[config.mk]
export PLATFORM = sky130hd
export DESIGN_NAME = front_spr_scan_flat
export DESIGN_NICKNAME = d
export VERILOG_FILES = /design/src/rtl/front_spr_scan_if.sv /design/src/rtl/front_spr_scan.sv /design/src/flat_wrapper.sv
export SDC_FILE = /design/constraint.sdc
export NUM_CORES = 1
export LEC_CHECK = 0
export BUFFER_PORTS_ARGS = -buffer_cell sky130_fd_sc_hd__buf_2
export CAP_MARGIN = 20
export CELL_PAD_IN_SITES_DETAIL_PLACEMENT = 0
export CELL_PAD_IN_SITES_GLOBAL_PLACEMENT = 1
export CORE_AREA = 2 2 193 195
export CTS_CLUSTER_SIZE = 12
export DETAILED_ROUTE_END_ITERATION = 10
export DIE_AREA = 0 0 195 197
export PLACE_DENSITY = 0.56
export SYNTH_ARGS = -nofsm -noshare
export SYNTH_HDL_FRONTEND = slang
export SYNTH_SLANG_ARGS = --single-unit
export TNS_END_PERCENT = 30
[constraint.sdc]
create_clock -name clk -period 2.75 [get_ports clk]
set_input_delay 0.4125 -clock clk [delete_from_list [all_inputs] [get_ports clk]]
set_output_delay 0.4125 -clock clk [all_outputs]
set_load 0.05 [all_outputs]
[src/rtl/front_spr_scan_if.sv]
// Scanner-side bus: line start, attribute RAM port, object FIFO head and status.
// master = scanner, slave = the line-buffer/RAM side that talks to it.
interface front_spr_scan_if;
  logic       LSTART;
  logic [8:0] VLINE;
  logic [7:0] ATTR_ADDR;
  logic [7:0] ATTR_DATA;
  logic       OBJ_VALID;
  logic       OBJ_READY;
  logic [7:0] OBJ_CODE;
  logic [8:0] OBJ_X;
  logic [3:0] OBJ_ROW;
  logic [3:0] OBJ_COL;
  logic       SCAN_BUSY;
  logic       OVERFLOW;

  modport master (
    input  LSTART, VLINE, ATTR_DATA, OBJ_READY,
    output ATTR_ADDR, OBJ_VALID, OBJ_CODE, OBJ_X, OBJ_ROW, OBJ_COL,
           SCAN_BUSY, OVERFLOW
  );

  modport slave (
    output LSTART, VLINE, ATTR_DATA, OBJ_READY,
    input  ATTR_ADDR, OBJ_VALID, OBJ_CODE, OBJ_X, OBJ_ROW, OBJ_COL,
           SCAN_BUSY, OVERFLOW
  );
endinterface

[src/rtl/front_spr_scan.sv]
// Per-line sprite scanner: walks the attribute RAM, keeps sprites whose 16-line
// window covers VLINE, and queues {code, X, row, colour} in a small output FIFO.
module front_spr_scan #(
  parameter int unsigned NSPR    = 64,
  parameter int unsigned FDEPTH  = 8,
  parameter int unsigned LINEMAX = 16
) (
  input logic              clk,
  input logic              RESETn,
  front_spr_scan_if.master bus
);

  typedef enum logic [2:0] {
    IDLE, RD_ATTR, RD_Y, CMP, RD_CODE, RD_X, PUSH, NEXT
  } state_t;

  typedef struct packed {
    logic [7:0] code;
    logic [8:0] x;
    logic [3:0] row;
    logic [3:0] col;
  } obj_t;

  localparam int unsigned PW = $clog2(FDEPTH);
  localparam int unsigned CW = $clog2(LINEMAX + 1);

  typedef logic [PW:0]   fcnt_t;
  typedef logic [CW-1:0] cnt_t;

  localparam logic [5:0] LAST_IDX = 6'(NSPR - 1);
  localparam cnt_t       CNT_MAX  = cnt_t'(LINEMAX);
  localparam fcnt_t      FIFO_MAX = fcnt_t'(FDEPTH);

  state_t      state_q;
  logic [8:0]  vline_q;
  logic [5:0]  idx_q;
  cnt_t        cnt_q;
  logic [7:0]  addr_q;
  logic        busy_q;
  logic        ovf_q;
  logic        y8_q;
  logic        x8_q;
  logic [3:0]  col_q;
  logic [7:0]  code_q;
  logic [8:0]  x_q;
  logic [3:0]  row_q;

  obj_t        mem_q [FDEPTH];
  logic [PW-1:0] rd_q;
  logic [PW-1:0] wr_q;
  fcnt_t       fcnt_q;
  fcnt_t       fcnt_d;

  logic [8:0]  diff;
  logic        hit;
  logic        fifo_full;
  logic        fifo_empty;
  logic        push;
  logic        pop;
  obj_t        head;

  // Modular 9-bit distance lets sprites straddle the top/bottom line wrap.
  assign diff = vline_q - {y8_q, bus.ATTR_DATA};
  assign hit  = (diff[8:4] == 5'd0);

  always_comb begin
    fifo_full  = (fcnt_q == FIFO_MAX);
    fifo_empty = (fcnt_q == '0);
    pop        = ~fifo_empty & bus.OBJ_READY & ~bus.LSTART;
    push       = (state_q == PUSH) & (~fifo_full | pop) & ~bus.LSTART;
    fcnt_d     = fcnt_q;
    if (push && !pop) fcnt_d = fcnt_q + 1'b1;
    if (pop && !push) fcnt_d = fcnt_q - 1'b1;
  end

  // ATTR_ADDR is loaded on entry to each read state so the synchronous RAM
  // returns that byte during the following state, where it is captured.
  always_ff @(posedge clk or negedge RESETn) begin
    if (!RESETn) begin
      state_q <= IDLE;
      vline_q <= '0;
      idx_q   <= '0;
      cnt_q   <= '0;
      addr_q  <= '0;
      busy_q  <= 1'b0;
      ovf_q   <= 1'b0;
      y8_q    <= 1'b0;
      x8_q    <= 1'b0;
      col_q   <= '0;
      code_q  <= '0;
      x_q     <= '0;
      row_q   <= '0;
    end else if (bus.LSTART) begin
      vline_q <= bus.VLINE;
      idx_q   <= '0;
      cnt_q   <= '0;
      ovf_q   <= 1'b0;
      busy_q  <= 1'b1;
      addr_q  <= {6'd0, 2'd3};
      state_q <= RD_ATTR;
    end else begin
      unique case (state_q)
        IDLE: ;
        RD_ATTR: begin
          addr_q  <= {idx_q, 2'd0};
          state_q <= RD_Y;
        end
        RD_Y: begin
          y8_q    <= bus.ATTR_DATA[7];
          x8_q    <= bus.ATTR_DATA[6];
          col_q   <= bus.ATTR_DATA[3:0];
          addr_q  <= {idx_q, 2'd1};
          state_q <= CMP;
        end
        CMP: begin
          row_q <= diff[3:0];
          if (hit) begin
            addr_q  <= {idx_q, 2'd2};
            state_q <= RD_CODE;
          end else begin
            state_q <= NEXT;
          end
        end
        RD_CODE: begin
          code_q  <= bus.ATTR_DATA;
          state_q <= RD_X;
        end
        RD_X: begin
          x_q     <= {x8_q, bus.ATTR_DATA};
          state_q <= PUSH;
        end
        PUSH: begin
          if (push) begin
            cnt_q   <= cnt_q + 1'b1;
            state_q <= NEXT;
          end
        end
        NEXT: begin
          if (idx_q == LAST_IDX) begin
            busy_q  <= 1'b0;
            state_q <= IDLE;
          end else if (cnt_q == CNT_MAX) begin
            ovf_q   <= 1'b1;
            busy_q  <= 1'b0;
            state_q <= IDLE;
          end else begin
            idx_q   <= idx_q + 6'd1;
            addr_q  <= {idx_q + 6'd1, 2'd3};
            state_q <= RD_ATTR;
          end
        end
        default: state_q <= IDLE;
      endcase
    end
  end

  // When full, a same-cycle pop frees the head slot that wr_q points at.
  always_ff @(posedge clk or negedge RESETn) begin
    if (!RESETn) begin
      rd_q   <= '0;
      wr_q   <= '0;
      fcnt_q <= '0;
      for (int unsigned i = 0; i < FDEPTH; i++) mem_q[i] <= '0;
    end else if (bus.LSTART) begin
      rd_q   <= '0;
      wr_q   <= '0;
      fcnt_q <= '0;
    end else begin
      if (push) begin
        mem_q[wr_q] <= '{code: code_q, x: x_q, row: row_q, col: col_q};
        wr_q        <= wr_q + 1'b1;
      end
      if (pop) rd_q <= rd_q + 1'b1;
      fcnt_q <= fcnt_d;
    end
  end

  assign head          = mem_q[rd_q];
  assign bus.OBJ_VALID = ~fifo_empty;
  assign bus.OBJ_CODE  = head.code;
  assign bus.OBJ_X     = head.x;
  assign bus.OBJ_ROW   = head.row;
  assign bus.OBJ_COL   = head.col;
  assign bus.ATTR_ADDR = addr_q;
  assign bus.SCAN_BUSY = busy_q;
  assign bus.OVERFLOW  = ovf_q;

endmodule

[src/flat_wrapper.sv]
// flat-port wrapper written by rule: the top's interface ports become plain ports
module front_spr_scan_flat 
#(
  parameter int unsigned NSPR    = 64,
  parameter int unsigned FDEPTH  = 8,
  parameter int unsigned LINEMAX = 16
)
  (clk, RESETn, bus_LSTART, bus_VLINE, bus_ATTR_DATA, bus_OBJ_READY, bus_ATTR_ADDR, bus_OBJ_VALID, bus_OBJ_CODE, bus_OBJ_X, bus_OBJ_ROW, bus_OBJ_COL, bus_SCAN_BUSY, bus_OVERFLOW);
  front_spr_scan_if bus_i ();
  input logic clk;
  input logic RESETn;
  input wire logic [$bits(bus_i.LSTART)-1:0] bus_LSTART;
  input wire logic [$bits(bus_i.VLINE)-1:0] bus_VLINE;
  input wire logic [$bits(bus_i.ATTR_DATA)-1:0] bus_ATTR_DATA;
  input wire logic [$bits(bus_i.OBJ_READY)-1:0] bus_OBJ_READY;
  output wire logic [$bits(bus_i.ATTR_ADDR)-1:0] bus_ATTR_ADDR;
  output wire logic [$bits(bus_i.OBJ_VALID)-1:0] bus_OBJ_VALID;
  output wire logic [$bits(bus_i.OBJ_CODE)-1:0] bus_OBJ_CODE;
  output wire logic [$bits(bus_i.OBJ_X)-1:0] bus_OBJ_X;
  output wire logic [$bits(bus_i.OBJ_ROW)-1:0] bus_OBJ_ROW;
  output wire logic [$bits(bus_i.OBJ_COL)-1:0] bus_OBJ_COL;
  output wire logic [$bits(bus_i.SCAN_BUSY)-1:0] bus_SCAN_BUSY;
  output wire logic [$bits(bus_i.OVERFLOW)-1:0] bus_OVERFLOW;
  assign bus_i.LSTART = bus_LSTART;
  assign bus_i.VLINE = bus_VLINE;
  assign bus_i.ATTR_DATA = bus_ATTR_DATA;
  assign bus_i.OBJ_READY = bus_OBJ_READY;
  assign bus_ATTR_ADDR = bus_i.ATTR_ADDR;
  assign bus_OBJ_VALID = bus_i.OBJ_VALID;
  assign bus_OBJ_CODE = bus_i.OBJ_CODE;
  assign bus_OBJ_X = bus_i.OBJ_X;
  assign bus_OBJ_ROW = bus_i.OBJ_ROW;
  assign bus_OBJ_COL = bus_i.OBJ_COL;
  assign bus_SCAN_BUSY = bus_i.SCAN_BUSY;
  assign bus_OVERFLOW = bus_i.OVERFLOW;
  front_spr_scan #(.NSPR(NSPR), .FDEPTH(FDEPTH), .LINEMAX(LINEMAX)) u_core (.clk(clk), .RESETn(RESETn), .bus(bus_i));
endmodule
==> results of run 1 <==
## sequential cells by signal, indices dropped and copies added, names as in the netlist
signal	flops
u_core.wr_q	3
u_core.cnt_q	5
u_core.state_q	3
u_core.bus.ATTR_ADDR	8
u_core.bus.SCAN_BUSY	1
u_core.col_q	4
u_core.row_q	4
u_core.fcnt_q	4
u_core.vline_q	9
u_core.y8_q	1
u_core.x_q	9
u_core.idx_q	6
u_core.x8_q	1
u_core.code_q	8
u_core.mem_q	200
u_core.bus.OVERFLOW	1
u_core.rd_q	3
## critical path, delay by kind of cell, from the launching register on
kind	cells	cell delay (ns)
flip-flops	1	0.53
multiplexers	2	0.80
buffers and inverters	3	0.43
## report_power, final
group	internal, W	switching [W]
Sequential	0.00442	0.000644
Combinational	0.00163	0.00186
Clock	0.00238	0.00166
## cells by family after synthesis
group                      Yosys count  synth area share (%)
AOI/OAI and AO/OA                   56                  3.30
xor gates and xnor gates            26                  1.81
adders and majority gates           17                  1.81
buffers and inverters               65                  2.36
DFF                                270                  53.7
muxes                              308                  32.0
and+or+nand+nor                    117                  5.08
## repair_timing
| action | 4_1_cts | 5_1_grt |
|---|---|---|
| endpoints found under the hold margin | 67 | 0 |
| hold buffers | 1 | 0 |
| setup endpoints to repair | 25 | 24 |
| resized for setup | 53 | 5 |
| setup buffers | 2 | 1 |
| cloned | 3 | 0 |
## how the worst max path moves through the flow
stage / slack, ns / end / cells past startpoint
2_1_floorplan: 0.13 / u_core.fcnt_q[3] / 11
3_3_place_gp: -0.03 / u_core.bus.ATTR_ADDR[0] / 10
3_5_place_dp: -0.05 / u_core.bus.ATTR_ADDR[0] / 10
4_1_cts: -0.05 / bus_OBJ_ROW[3] / 4
5_1_grt: -0.06 / bus_OBJ_ROW[1] / 5
6_report: -0.005 / bus_OBJ_X[4] / 5
## metal layers
metal	vias up	GRT usage, %
met1	3818	22.6
met2	74	25.8
met4	2	3.45
li1	3350	-
met3	36	2.12
met5	-	0
## layout make-up
| cell class | instances | area, µm² | area share [%] |
|---|---|---|---|
| flip-flops and latches | 270 | 6760 | 44.8 |
| multi-input cells | 524 | 5590 | 37.1 |
| repair buffers | 106 | 1070 | 7.12 |
| clock buffers | 46 | 912 | 6.05 |
| well taps | 468 | 586 | 3.88 |
| clock inverters | 8 | 86.3 | 0.572 |
| inverters | 19 | 71.3 | 0.473 |
| diodes | 1 | 2.50 | 0.0166 |
## stage by stage
stage / worst slack, ns / power [W]
detailed placement: -0.0464 / 0.00827
CTS: -0.0532 / 0.0128
floorplan: 0.131 / 0.00722
global placement: -0.0295 / 0.00826
global route: -0.0595 / 0.0133
finish: -0.00514 / 0.0126
## placed cells by master (no fill, tap or decap), types with 4 or more instances in the layout
| cell | n |
|---|---|
| a211oi_2 | 4 |
| a21oi_1 | 18 |
| buf_12 | 17 |
| buf_2 | 33 |
| buf_4 | 29 |
| buf_6 | 20 |
| buf_8 | 4 |
| clkbuf_1 | 7 |
| clkbuf_16 | 31 |
| clkbuf_8 | 8 |
| clkinv_2 | 4 |
| dfrtp_1 | 268 |
| ha_1 | 15 |
| inv_1 | 19 |
| mux2_1 | 22 |
| mux2_2 | 226 |
| mux2_4 | 7 |
| mux4_2 | 50 |
| nand2_1 | 32 |
| nand2b_1 | 4 |
| nand3_1 | 9 |
| nand4_1 | 4 |
| nor2_1 | 32 |
| nor3_1 | 7 |
| o21ai_0 | 9 |
| or3_1 | 4 |
| xnor2_1 | 10 |
| xor2_1 | 16 |
==> results.toml, run 1 <==
[sta]
period_minus_slack_ns = 2.76
setup-tns-final_ns = -0.00514
setup_ws_ns = -0.00514
whs_ns = 0.0564
clock.fmax_mhz = 363
skew_ns = 0.0111
maxSlewHeadroom_pct = 55.2
worst_pin_slew_ns = 0.671
period_share_pct = 100
slew_violations = 0
setup_violations = 1
grt_setup_unrepaired = "true"
hold_viol = 0

[routing]
viasPerCell = 5.05
drtIter0Drc = 307
met1Wirelength_mm = 14.1
wl_met2_mm = 13.9
finalWirelength_mm = 29.3
ant_nets = 0
wl_met3_um = 884
wl_per_cell_um = 20.3
num_vias = 7280
firstDrtPassIters = 4
top_layer = "met5"
route.detailed.drc = 0

[pwr]
vdd_drop_max_mv = 0.490
power_density_mw_per_mm2 = 835
leakage_nw = 7.18

[run_status]
violations = "negative setup slack"
status = "finished, violations left"

[clocking]
clk_pin_slew_ns = 0.05
ctsLongestPathBuffers = 3
insertion_delay_ns = 0.57
htree_levels = 1
clock_sinks = 270
cts_made_buffers = 31
clock-root-buffer = "clkbuf_16"
cts_tree = "done"

[placement]
placed_cell_area_mm2 = 0.0138
dp_cells = 1381
gp_congestion = 0.732
dp_hpwl_mm = 18.1
numPortBuffers = 56

[critical_path]
regToRegStartpoint = "u_core.vline_q[0]"
cpPeakStageDelay_ns = 0.53
crit_path_end_kind = "output pin"
rr_endpoint = "u_core.bus.ATTR_ADDR[0]"
critPathLaunch = "u_core.rd_q[0]"
rrSetupSlack_ns = 0.18
cpMaxStageDelayCell = "dfrtp_4"
cp.arrival_ns = 2.34
reg2regPathDepth = 10
start_kind = "flop"
worstPathRequired_ns = 2.34
crit_type = "reg2out"
crit_fanout = 6
cp_cell_sequence = "buf_12 -> buf_16 -> mux4_2 -> mux2_2 -> buf_6"

[die]
start_util_pct = 34.7
die_x_um = 195
die_area_mm2 = 0.0384
die_h_um = 197
ioPinCount = 57
core_region_area_mm2 = 0.0363
row_count = 70

[logic_synthesis]
synth.most_common_cell = "dfrtp_1"
ys_ff_latch = 270
synth_edf_count = 0
seq_area_frac_synth_pct = 53.7
synthTopCellsByCount = "dfrtp_1, mux2_2, mux4_2, nand2_1, nor2_1"
async_flop_share_pct = 100
synth_top_area_share_pct = 53.7
yosys_warnings = 0
synth.cell_area_mm2 = 0.0126
synth_cells = 859
syn_avg_cell_area_um2 = 14.7
ys_top_cells_by_area = "dfrtp_1, mux2_2, mux4_2"
synth_area_leader_cell = "dfrtp_1"
syn-num-nets = 897
synth_ff_type = "dfrtp_1"
yosysUniqueCellTypes = 57

[hold_path]
hold_end = "u_core.vline_q[0]"
hold_depth = 3
hp-class = "in2reg"
hp-start = "bus_VLINE[0]"

[grt]
grt_pass1_vias = 7692
grt_start_max_net_pins = 75
track_usage_pct = 15.8
antenna_found_initial = 2
grt_pass1_wl_mm = 46.8
overflow = 0

[final_layout]
fillCellCount = 3452
final_cells = 1442
nets = 990
layout-drive-gt1-share_pct = 47.3
area_delta_synth_final_pct = 19.8
fin_area_mm2 = 0.0151
post-route-util_pct = 41.6

[job]
drv_cap = 0
Note: power is estimated with default switching activity, not from simulation.
==> inputs of run 2 (changes only) <==
==> constraint.sdc (replaced) <==
create_clock -name clk -period 2.75 [get_ports clk]
set_input_delay 0 -clock clk [delete_from_list [all_inputs] [get_ports clk]]
set_output_delay 0 -clock clk [all_outputs]
set_load 0.05 [all_outputs]
==> run 2 against run 1 <==
Net effect:
- sequential share of layout area up 0.42 points
- largest cell class unchanged
- sequential power increased by 1%
- the run now ends clean
- clock-buffer cell count rose by 1
==> results.toml, run 2 (same netlist as run 1, synthesis figures left out) <==
[final_layout]
area_delta_synth_final_pct = 18.7
nets = 998
largest-register = "u_core.mem_q"
largestRegisters = "u_core.mem_q: 200 flops, u_core.vline_q: 9 flops, u_core.x_q: 9 flops"
layout-drive-gt1-share_pct = 45.7
final_common_cell = "dfrtp_1"
antenna_cells = 0
fillCellCount = 3443
largest_register_ffs = 200
mostFrequentLayoutCells = "dfrtp_1, mux2_2, buf_2"

[pwr]
pwr-share-comb_pct = 24.7
total_power_w = 0.0122
internal-power_w = 0.00812
switching_share_pct = 33.2
netSwitchingPower_w = 0.00404
power_frac_seq_pct = 42.1
clock_power_share_pct = 33.2
vdd_drop_max_mv = 0.494
leakage_nw = 7.15
power_density_mw_per_mm2 = 813

[hold_path]
hp-class = "in2async"

[die]
core_region_area_mm2 = 0.0363
die_x_um = 195
row_count = 70
die_h_um = 197
start_util_pct = 34.7
die_area_mm2 = 0.0384
ioPinCount = 57

[grt]
overflow = 0
track_usage_pct = 16.1
grt_pass1_vias = 7870
grt_start_max_net_pins = 86
antenna_found_initial = 0
grt_pass1_wl_mm = 47.8

[run_status]
status = "finished clean"

[routing]
route.detailed.drc = 0
wl_per_cell_um = 20.5
firstDrtPassIters = 4
num_vias = 7374
drtIter0Drc = 248
finalWirelength_mm = 29.7
ant_nets = 0
viasPerCell = 5.09

[sta]
worst_pin_slew_ns = 0.718
skew_ns = 0.0127
maxSlewHeadroom_pct = 52.1
setup-tns-final_ns = 0
clock.fmax_mhz = 385
period_minus_slack_ns = 2.60
slew_violations = 0
grt_setup_unrepaired = "false"
hold_viol = 0
period_share_pct = 94.4
setup_violations = 0

[placement]
numPortBuffers = 56
dp_hpwl_mm = 18.4
gp_congestion = 0.717

[clocking]
clock-root-buffer = "clkbuf_16"
htree_levels = 1
cts_setup_buffers = 0
ctsLongestPathBuffers = 3
clock_sinks = 270
insertion_delay_ns = 0.55
cts_made_buffers = 31
cts_tree = "done"
clk_pin_slew_ns = 0.06

[critical_path]
crit_type = "reg2reg"
cpMaxStageDelayCell = "fa_1"
reg2regPathDepth = 10
start_kind = "flop"
path_buf_inv = 1
crit_path_end_kind = "flop"
cp.arrival_ns = 3.03
worstPathRequired_ns = 3.18
cpPeakStageDelay_ns = 0.45
crit_family = "compound AO/OA/AOI/OAI gates"
cp_num_cells = 10
crit_fanout = 7
cp_cell_sequence = "inv_1 -> ha_1 -> fa_1 -> nor2b_4 -> o31ai_2 -> o211a_1 -> nor4_4 -> o211ai_4 -> a21bo_4 -> a211o_1"

[job]
drv_cap = 0
==> run 2: cell types whose count changed in the layout (fill, tap and decap cells not counted), moves of 2 or more <==
cell / delta
mux2_2: +7
dlygate4sd3_1: +18
buf_16: -2
buf_6: -20
mux2_4: -7
buf_4: -5
buf_2: +22
buf_12: -2
clkbuf_1: +2
buf_8: -3
==> run 2: routing by layer <==
metal | vias up | GRT usage, % | part of all wire [%]
met2 | 94 | 26.3 | 47
met5 | - | 0 | 0
li1 | 3353 | - | -
met3 | 35 | 1.97 | 2.9
met4 | 0 | 3.96 | 1.8
met1 | 3892 | 22.9 | 48
==> run 2: final timing paths <==
kind | startpoint | end | slack [ns]
min | RESETn | u_core.vline_q[5] | 0.05
max | u_core.vline_q[0] | u_core.bus.ATTR_ADDR[0] | 0.15
max reg2reg | u_core.vline_q[0] | u_core.bus.ATTR_ADDR[0] | 0.15
min in group clk | bus_LSTART | u_core.cnt_q[0] | 0.08
max in group asynchronous | RESETn | u_core.mem_q[31] | 1.77
min reg2reg | u_core.mem_q[45] | u_core.mem_q[45] | 0.49
==> run 2: worst register-to-register path, delay by kind of cell (launching register included) <==
kind,cells,cell delay (ns)
AO/OA/AOI/OAI,5,1.04
buffers and inverters,1,0.05
adder cells (fa/ha/maj),2,0.65
flip-flops,1,0.31
AND/OR/NAND/NOR,2,0.45
==> run 2: stage by stage <==
step                      instance area, µm²  hold WS [ns]  instances  setup slack (ns)  utilization (%)
final                                  14900        0.0506       1450             0.154             41.2
after global routing                   14900         0.102       1450            0.0171             41.2
after CTS                              14900        0.0695       1450             0.100             41.2
after detailed placement               13800        0.0849       1376             0.149             37.9
after global placement                 13800        0.0777       1376             0.168             37.9
after floorplan                        12600        -0.296        859             0.131                -
==> run 2: power by group through the flow <==
stage | registers (W) | clock network, W | logic (W)
5_1_grt | 0.00524 | 0.00436 | 0.00324
3_5_place_dp | 0.00520 | 0 | 0.00304
2_1_floorplan | 0.00493 | 0 | 0.00229
4_1_cts | 0.00513 | 0.00417 | 0.00307
3_3_place_gp | 0.00520 | 0 | 0.00303
6_report | 0.00512 | 0.00403 | 0.00300
==> run 2: area by class of cell <==
type	instances	area (µm²)	area share [%]
multi-input combinational	524	5570	37.2
clock buffer	47	906	6.06
tap	468	586	3.92
inverter	19	71.3	0.477
timing repair buffer	114	961	6.43
sequential	270	6760	45.2
clock inverter	8	95.1	0.636
==> run 2: timing repair <==
item | 4_1_cts | 5_1_grt
hold buffers | 19 | 0
hold endpoints to repair | 181 | 0
resized for setup | 0 | 0
endpoints found under the setup margin | 0 | 0
==> inputs of run 3 (changes only) <==
Settings changed: ABC_AREA from default to 1, CORE_AREA 2 2 193 195 to 2 2 192 194, DIE_AREA 0 0 195 197 to 0 0 194 196, PLACE_DENSITY 0.56 to 0.61.
==> run 3 against run 2 <==
Net effect:
- global-route usage up 3.1 points
- critical path depth down 3
- cell count grew 42%
- highest routed layer unchanged
- largest cell class unchanged
- total power is 6.1% higher
- combinational power rose by 30%
- critical path type is now reg2out
- worst setup slack improved by 0.045 ns
- via count is 38% higher
- register-to-register slack improved by 0.30 ns
- flip-flop and latch count stayed put
- final area fell by 2.3%
- first-iteration DRC count rose to 2.7 times the previous value
==> results.toml, run 3 <==
[run_status]
status = "finished clean"

[die]
start_util_pct = 34.5
core_region_area_mm2 = 0.0361
die_h_um = 196
row_count = 70
ioPinCount = 57
die_area_mm2 = 0.0380
die_x_um = 194

[routing]
wl_met3_mm = 1.24
finalWirelength_mm = 35.6
top_layer = "met4"
drtIter0Drc = 659
wl_met2_mm = 16.6
route.detailed.drc = 0
num_vias = 10200
viasPerCell = 4.94
wl_per_cell_um = 17.3
firstDrtPassIters = 5
met1Wirelength_mm = 17.2
ant_nets = 0

[sta]
hold_viol = 0
clock.fmax_mhz = 392
setup-tns-final_ns = 0
slew_violations = 0
skew_ns = 0.0231
grt_setup_unrepaired = "false"
maxSlewHeadroom_pct = 48.2
setup_violations = 0
worst_pin_slew_ns = 0.774
period_minus_slack_ns = 2.55
setup_ws_ns = 0.199
period_share_pct = 92.8

[clocking]
cts_tree = "done"
clock-root-buffer = "clkbuf_16"
cts_resized = 0
insertion_delay_ns = 0.51
htree_levels = 2
clk_pin_slew_ns = 0.06
ctsLongestPathBuffers = 3
holdBufCountCts = 27
cts_made_buffers = 34
cts_setup_buffers = 0
clock_sinks = 270

[logic_synthesis]
ys_ff_latch = 270
synthTopCellsByCount = "nand2_1, dfrtp_1, o21ai_0, nor2_1, o21ai_1"
synth_edf_count = 0
yosysUniqueCellTypes = 36
synth_area_leader_cell = "dfrtp_1"
synth_top_area_share_pct = 54.3
seq_area_frac_synth_pct = 54.3
synth.most_common_cell = "nand2_1"
async_flop_share_pct = 100
syn_avg_cell_area_um2 = 8.24
yosys_warnings = 0
synth_cells = 1510
synth_ff_type = "dfrtp_1"
synth.cell_area_mm2 = 0.0124
syn-num-nets = 1548
ys_top_cells_by_area = "dfrtp_1, nand2_1, o21ai_0"

[final_layout]
register_area_mm2 = 0.00676
mostFrequentLayoutCells = "nand2_1, dfrtp_1, o21ai_0"
area_delta_synth_final_pct = 17.4
largest-register = "u_core.mem_q"
final_common_cell = "nand2_1"
antenna_cells = 0
fillCellCount = 3788
largest_register_ffs = 200
largestRegisters = "u_core.mem_q: 200 flops, u_core.vline_q: 9 flops, u_core.x_q: 9 flops"
layout-drive-gt1-share_pct = 9.98
multi_input_area_mm2 = 0.00499
nets = 1609

[hold_path]
hp-class = "in2async"

[critical_path]
cp_cell_sequence = "inv_2 -> buf_4 -> o21ai_0 -> o22ai_1 -> nor2_1 -> a31oi_1 -> buf_2"
crit_path_end_kind = "output pin"
regToRegStartpoint = "u_core.fcnt_q[0]"
rr_endpoint = "u_core.fcnt_q[3]"
crit_type = "reg2out"
reg2regPathDepth = 12
worstPathRequired_ns = 2.75
crit_fanout = 38
cp.arrival_ns = 2.55
rrSetupSlack_ns = 0.45
cpPeakStageDelay_ns = 0.54
start_kind = "flop"
cpMaxStageDelayCell = "dfrtp_4"

[pwr]
pwr-share-comb_pct = 30.2
netSwitchingPower_w = 0.00493
internal-power_w = 0.00797
leakage_nw = 6.81
total_power_w = 0.0129
power_frac_seq_pct = 36.5
switching_share_pct = 38.2
vdd_drop_max_mv = 0.758
power_density_mw_per_mm2 = 883
clock_power_share_pct = 33.3

[grt]
grt_pass1_wl_mm = 58.0
antenna_found_initial = 0
grt_start_max_net_pins = 73
overflow = 0
track_usage_pct = 19.2
grt_pass1_vias = 10200

[placement]
gp_congestion = 0.773
numPortBuffers = 56
place_ws_ns = 0.446
dp_hpwl_mm = 21.6

[job]
drv_cap = 0
[run 3: changes by cell type after synthesis, moves of 23 or more]
cell      delta
nor2_1     +172
mux2_2     -233
mux4_2      -50
nand2_1    +318
clkbuf_1    +42
o22ai_1     +26
o21ai_0    +212
inv_1       +64
o21ai_1    +124
a31oi_1     +23
[run 3: cells by family after synthesis]
logic type,after synthesis,share of synthesized area (%)
AND/OR/NAND/NOR,621,20.1
buffers and inverters,175,5.60
XOR/XNOR,7,0.493
AO/OA/AOI/OAI,420,17.7
flip-flops,270,54.3
adder cells (fa/ha/maj),17,1.83
[run 3: worst max-delay path: cells and delay by family (launching register included)]
kind | cells | cell delay (ns)
buf+inv | 3 | 0.83
compound gates | 3 | 0.60
flops | 1 | 0.54
simple gates | 1 | 0.07
[run 3: area by class of cell]
class / instances / share of cell area (%)
multi-input cells: 1065 / 34.1
well taps: 468 / 4.01
flip-flops and latches: 270 / 46.3
repair buffers: 115 / 6.00
clock buffers: 49 / 6.97
clock inverters: 9 / 0.411
inverters: 85 / 2.18
[run 3: power groups by stage]
stage	sequential, W	combinational [W]	clock [W]
finish	0.00471	0.00390	0.00429
global route	0.00476	0.00436	0.00460
CTS	0.00471	0.00397	0.00442
detailed placement	0.00477	0.00394	0
global placement	0.00476	0.00394	0
floorplan	0.00481	0.00266	0
[run 3: worst max path at each step]
stage | start | endpoint
finish | u_core.rd_q[0] | bus_OBJ_COL[1]
detailed placement | u_core.fcnt_q[0] | u_core.fcnt_q[3]
global route | u_core.rd_q[0] | bus_OBJ_COL[2]
CTS | u_core.rd_q[0] | bus_OBJ_ROW[0]
floorplan | u_core.fcnt_q[0] | u_core.fcnt_q[3]
global placement | u_core.vline_q[0] | u_core.bus.ATTR_ADDR[5]
[run 3: layer usage]
| layer | vias to the layer above | GRT usage (%) |
|---|---|---|
| met5 | - | 0 |
| met4 | 0 | 3.82 |
| met3 | 43 | 2.70 |
| met2 | 148 | 32.5 |
| met1 | 4872 | 26.3 |
| li1 | 5126 | - |
[run 3: metrics by stage]
stage	std cells	hold WS (ns)	area [µm²]	utilization (%)
2_1_floorplan	1510	-0.296	12400	-
5_1_grt	2061	0.103	14600	40.5
3_3_place_gp	1976	0.0225	13300	36.7
4_1_cts	2061	0.0813	14600	40.5
3_5_place_dp	1976	0.0194	13300	36.7
6_report	2061	0.0454	14600	40.5
